File: config.mk
export PLATFORM = sky130hd
export DESIGN_NAME = cp0_exception_sequencer
export DESIGN_NICKNAME = d
export VERILOG_FILES = /design/src/rtl/cp0_pkg.sv /design/src/rtl/cp0_vector_calc.sv /design/src/rtl/cp0_exception_sequencer.sv
export SDC_FILE = /design/constraint.sdc
export NUM_CORES = 1
export LEC_CHECK = 0
export BUFFER_PORTS_ARGS = -buffer_cell sky130_fd_sc_hd__buf_2
export CAP_MARGIN = 20
export CORE_MARGIN = 1
export CORE_UTILIZATION = 41
export CTS_BUF_LIST = sky130_fd_sc_hd__clkbuf_4 sky130_fd_sc_hd__clkbuf_8 sky130_fd_sc_hd__clkbuf_16
export DETAILED_ROUTE_END_ITERATION = 7
export GPL_TIMING_DRIVEN = 0
export PLACE_DENSITY_LB_ADDON = 0.25
export SLEW_MARGIN = 20
export SYNTH_ARGS = -nofsm -noshare
export SYNTH_HDL_FRONTEND = slang
export SYNTH_SLANG_ARGS = --single-unit
File: constraint.sdc
create_clock -name clk -period 1.7 [get_ports clk]
set_clock_uncertainty 0.15 [all_clocks]
set_input_delay 0.34 -clock clk [delete_from_list [all_inputs] [get_ports clk]]
set_output_delay 0.34 -clock clk [all_outputs]
set_load 0.05 [all_outputs]
File: src/rtl/cp0_pkg.sv
// Shared types and constants for the CP0 exception sequencer.
package cp0_pkg;

  typedef enum logic [2:0] {
    ST_RUN      = 3'd0,
    ST_DRAIN    = 3'd1,
    ST_ENTER    = 3'd2,
    ST_REDIRECT = 3'd3,
    ST_ERET     = 3'd4
  } seq_state_t;

  localparam logic [4:0] EXC_INT = 5'd0;
  localparam logic [4:0] EXC_SYS = 5'd8;
  localparam logic [4:0] EXC_RI  = 5'd10;
  localparam logic [4:0] EXC_OV  = 5'd12;

  localparam logic [31:0] DEF_EXC_VECTOR     = 32'h8000_0180;
  localparam logic [31:0] DEF_INT_VEC_OFFSET = 32'h0000_0200;
  localparam logic [31:0] DEF_VEC_SPACING    = 32'd32;

endpackage

File: src/rtl/cp0_vector_calc.sv
// Exception vector computation for vectored interrupt mode: the highest pending
// interrupt line selects its own entry above the interrupt vector base.
module cp0_vector_calc
  import cp0_pkg::*;
#(
  parameter logic [31:0] EXC_VECTOR     = DEF_EXC_VECTOR,
  parameter logic [31:0] INT_VEC_OFFSET = DEF_INT_VEC_OFFSET,
  parameter logic [31:0] VEC_SPACING    = DEF_VEC_SPACING
) (
  input  logic [4:0]  exccode,
  input  logic [7:0]  ip,
  output logic [31:0] vector
);

  logic [2:0] top_line;
  logic       any_line;

  // Ascending scan so the last hit is the highest set line.
  always_comb begin
    top_line = 3'd0;
    any_line = 1'b0;
    for (int i = 0; i < 8; i++) begin
      if (ip[i]) begin
        top_line = 3'(i);
        any_line = 1'b1;
      end
    end
  end

  always_comb begin
    vector = EXC_VECTOR;
    if (exccode == EXC_INT && any_line) begin
      vector = EXC_VECTOR + INT_VEC_OFFSET + ({29'd0, top_line} * VEC_SPACING);
    end
  end

endmodule

File: src/rtl/cp0_exception_sequencer.sv
// Sequences exception entry and ERET return between the core control unit and CP0.
// Define CP0_VECTORED_INT_EN to route interrupts to per-line vectors.
module cp0_exception_sequencer
  import cp0_pkg::*;
#(
  parameter logic [31:0] EXC_VECTOR     = DEF_EXC_VECTOR,
  parameter logic [31:0] INT_VEC_OFFSET = DEF_INT_VEC_OFFSET,
  parameter logic [31:0] VEC_SPACING    = DEF_VEC_SPACING
) (
  input  logic        clk,
  input  logic        reset,
  input  logic        pendingexception,
  input  logic [4:0]  exccode,
  input  logic [7:0]  ip_masked,
  input  logic        instr_boundary,
  input  logic        eret_req,
  input  logic        mem_busy,
  input  logic [31:0] epc,
  output logic        activeexception,
  output logic        eret,
  output logic        stall,
  output logic        flush,
  output logic        pc_redirect,
  output logic [31:0] redirect_pc,
  output logic        busy
);

  seq_state_t  state_reg, state_next;
  logic [4:0]  code_reg;
  logic [7:0]  ip_reg;
  logic        capture;
  logic        take_eret;
  logic [31:0] vector;

`ifdef CP0_VECTORED_INT_EN
  cp0_vector_calc #(
    .EXC_VECTOR     (EXC_VECTOR),
    .INT_VEC_OFFSET (INT_VEC_OFFSET),
    .VEC_SPACING    (VEC_SPACING)
  ) u_vector_calc (
    .exccode (code_reg),
    .ip      (ip_reg),
    .vector  (vector)
  );
`else
  logic unused_capture;
  assign unused_capture = ^{code_reg, ip_reg};
  assign vector = EXC_VECTOR;
`endif

  always_ff @(posedge clk or posedge reset) begin
    if (reset) begin
      state_reg <= ST_RUN;
    end else begin
      state_reg <= state_next;
    end
  end

  // Exception beats ERET when both arrive at the same boundary.
  always_comb begin
    state_next = state_reg;
    capture    = 1'b0;
    take_eret  = 1'b0;
    case (state_reg)
      ST_RUN: begin
        if (pendingexception && instr_boundary) begin
          capture    = 1'b1;
          state_next = mem_busy ? ST_DRAIN : ST_ENTER;
        end else if (eret_req && instr_boundary) begin
          take_eret  = 1'b1;
          state_next = ST_ERET;
        end
      end
      ST_DRAIN:    if (!mem_busy) state_next = ST_ENTER;
      ST_ENTER:    state_next = ST_REDIRECT;
      ST_REDIRECT: state_next = ST_RUN;
      ST_ERET:     state_next = ST_RUN;
      default:     state_next = ST_RUN;
    endcase
  end

  always_comb begin
    activeexception = 1'b0;
    eret            = 1'b0;
    stall           = 1'b0;
    flush           = 1'b0;
    pc_redirect     = 1'b0;
    busy            = (state_reg != ST_RUN);
    case (state_reg)
      ST_DRAIN: stall = 1'b1;
      ST_ENTER: begin
        activeexception = 1'b1;
        stall           = 1'b1;
        flush           = 1'b1;
      end
      ST_REDIRECT: pc_redirect = 1'b1;
      ST_ERET: begin
        eret        = 1'b1;
        flush       = 1'b1;
        pc_redirect = 1'b1;
      end
      default: ;
    endcase
  end

  always_ff @(posedge clk or posedge reset) begin
    if (reset) begin
      code_reg <= EXC_INT;
      ip_reg   <= 8'd0;
    end else if (capture) begin
      code_reg <= exccode;
      ip_reg   <= ip_masked;
    end
  end

  // Vector is loaded while in ENTER so it is stable during the REDIRECT cycle.
  always_ff @(posedge clk or posedge reset) begin
    if (reset) begin
      redirect_pc <= EXC_VECTOR;
    end else if (take_eret) begin
      redirect_pc <= epc;
    end else if (state_reg == ST_ENTER) begin
      redirect_pc <= vector;
    end
  end

endmodule

==> results.cfg <==
[status]
outcome = finished with violations
violations = setup timing

[logic_synthesis]
synth_ff_type = dfrtp_1
synth_edf_count = 0
syn_nets = 152
synth_area_per_cell_sq_um = 13.8
ys_seq_area_share_pct = 63.2
async_reset_ff_share_pct = 100
yosysUniqueCellTypes = 23
syn_area_sq_mm = 0.00139
ys_warn_count = 0
synthCells = 101
synth_seq_cells = 35

[final_layout]
largest_reg_flops = 32
fill_cells = 268
instances_no_fill = 236
antenna_cells = 0
utilization_pct = 64.8
drive_gt1_share_pct = 57.8
layout_common_cells = buf_2, dfrtp_1, a22o_1
area_growth_pct = 45.6
fin_nets = 242
final_common_cell = buf_2

[critical_path]
max_stage_delay_ps = 390
crit_path_end_kind = primary output
r2r-start = state_reg[0]$_DFFE_PP0P_
rr_worst_depth = 7
crit_arrival_ps = 1350
path_max_fanout = 7
crit_required_ps = 1210
worstPathCellList = buf_6 > nand2b_4 > mux2i_1 > buf_4
rr_endpoint = redirect_pc[30]$_DFFE_PP0P_
slowest_stage = dfrtp_1
path_class = flip-flop to primary output
worst_setup_path_start_kind = flip-flop
rrSetupSlack_ps = 70

[routing]
ant_nets = 0
num_vias = 1143
drc = 0
wl_mm = 3.22
via_per_inst = 4.84
avgRoutedWirePerCell_um = 13.6
drt-initial-drc-count = 30
drtPass1Iterations = 4

[cts]
clockBufferDepth = 2
numCtsBuffers = 5
htree_num_levels = 2
path_clk_slew_ps = 110
root_buffer = clkbuf_4
clk_latency_ps = 330
clkSinkCount = 35
cts_tree = done

[power_and_ir_drop]
vdd_drop_max_v = 0.00118
p_leak_nw = 1.13
p_per_area_mw_per_mm2 = 2230

[global_route]
grt_pass1_wl_mm = 5.13
grt_max_degree = 36
globalRouteOverflowTotal = 0
grt_pass1_vias = 1166
grt_usage_pct = 19.7
antenna_found_initial = 0

[placed_design]
dp.cells = 220
io_buffers = 75
hpwl_mm = 2.27
finalWeightedCongestion = 0.723

[timing]
slew_viol_final = 0
hold_viol_final = 0
hold_ws_ps = 71.6
timing.final.ws_setup_ps = -144
rsz0062_at_grt = true
setup_viol = 6
max_freq_ghz = 0.542
worstMarginPinSlew_ps = 690
period_minus_slack_ps = 1840
finalCritPeriodShare_pct = 108
slew-limit-headroom_pct = 53.9

[floorplanning]
rows = 20
io_pins = 89
dieArea_sq_mm = 0.00363
coreArea_sq_mm = 0.00313
die_h_um = 60.3
die_w_um = 60.3
start_util_pct = 44.5

[hold_path]
hold_end = redirect_pc[0]$_DFFE_PP0P_
hold_class = input port to flip-flop
min_path_cells = 2
hp-start = epc[0]

[run]
cap_violations = 0
## layer usage
layer	routed length, um	share of wire (%)	vias up	track usage (%)
li1	-	-	552	-
met4	16	0.50	0	8.64
met2	1670	52	44	33.0
met5	0	0	-	0
met3	201	6.2	2	6.06
met1	1340	42	545	23.1
## cell type report
cell class / instances / area [sq um] / share of cell area, %
Buffer: 8 / 83.8 / 4.14
Clock buffer: 8 / 72.6 / 3.58
Inverter: 4 / 15.0 / 0.741
Multi-Input combinational cell: 54 / 439 / 21.7
Sequential cell: 35 / 881 / 43.5
Tap cell: 44 / 55.1 / 2.72
Timing Repair Buffer: 83 / 480 / 23.7
## repair_timing
| action | in CTS | in global routing |
|---|---|---|
| pin swaps | 2 | 2 |
| endpoints found under the setup margin | 6 | 16 |
| hold endpoints to repair | 32 | 0 |
| resized for setup | 12 | 4 |
| buffers inserted | 4 | 3 |
| hold buffers | 1 | 0 |
| cloned | 1 | 0 |
## power breakdown
group	switching, W	leakage (nW)	internal [W]
logic	0.00182	0.622	0.000867
registers	0.000156	0.461	0.00115
clock network	0.000257	0.0420	0.000259
## per-stage QoR
step                      instance area [sq um]  total power [W]  worst slack, ps  TNS, ps
final                                      2030          0.00451             -144     -557
after global routing                       2030          0.00475             -199     -906
after CTS                                  1980          0.00443             -131     -514
after detailed placement                   1830          0.00375             98.7        0
after global placement                     1830          0.00372             10.1        0
after floorplan                            1400          0.00323             -252     -653
## critical path, delay by kind of cell, from the launching register on
family | cells | cell delay [ps]
buffers and inverters | 2 | 350
flip-flops | 1 | 390
multiplexers | 1 | 130
AND/OR/NAND/NOR | 1 | 140
## how the worst max path moves through the flow
stage,to,depth (start not counted),slack (ps),startpoint
detailed placement,redirect_pc[30]$_DFFE_PP0P_,6,100,pendingexception
floorplan,flush,3,-250,state_reg[1]$_DFFE_PP0P_
CTS,pc_redirect,4,-130,state_reg[1]$_DFFE_PP0P_
global route,pc_redirect,4,-200,state_reg[1]$_DFFE_PP0P_
global placement,redirect_pc[17]$_DFFE_PP0P_,2,10,reset
finish,pc_redirect,4,-140,state_reg[1]$_DFFE_PP0P_
## Yosys cell counts (2+ instances only)
cell type | count | area share [%]
dfrtp_1 | 32 | 58
a22o_1 | 29 | 18
buf_6 | 6 | 4.9
nor2_1 | 5 | 1.3
a21oi_1 | 3 | 1.1
dfstp_2 | 3 | 5.7
inv_1 | 3 | 0.81
o22a_1 | 3 | 1.9
a21o_1 | 2 | 1.1
nand2b_1 | 2 | 0.90
## cell families after synthesis
kind of cell | after synthesis | share of synthesized area, %
buffers and inverters | 12 | 6.83
DFF | 35 | 63.2
muxes | 1 | 0.719
and+or+nand+nor | 11 | 4.31
AOI/OAI and AO/OA | 41 | 24.3
xor gates and xnor gates | 1 | 0.629
Note: power is estimated with default switching activity, not from simulation.
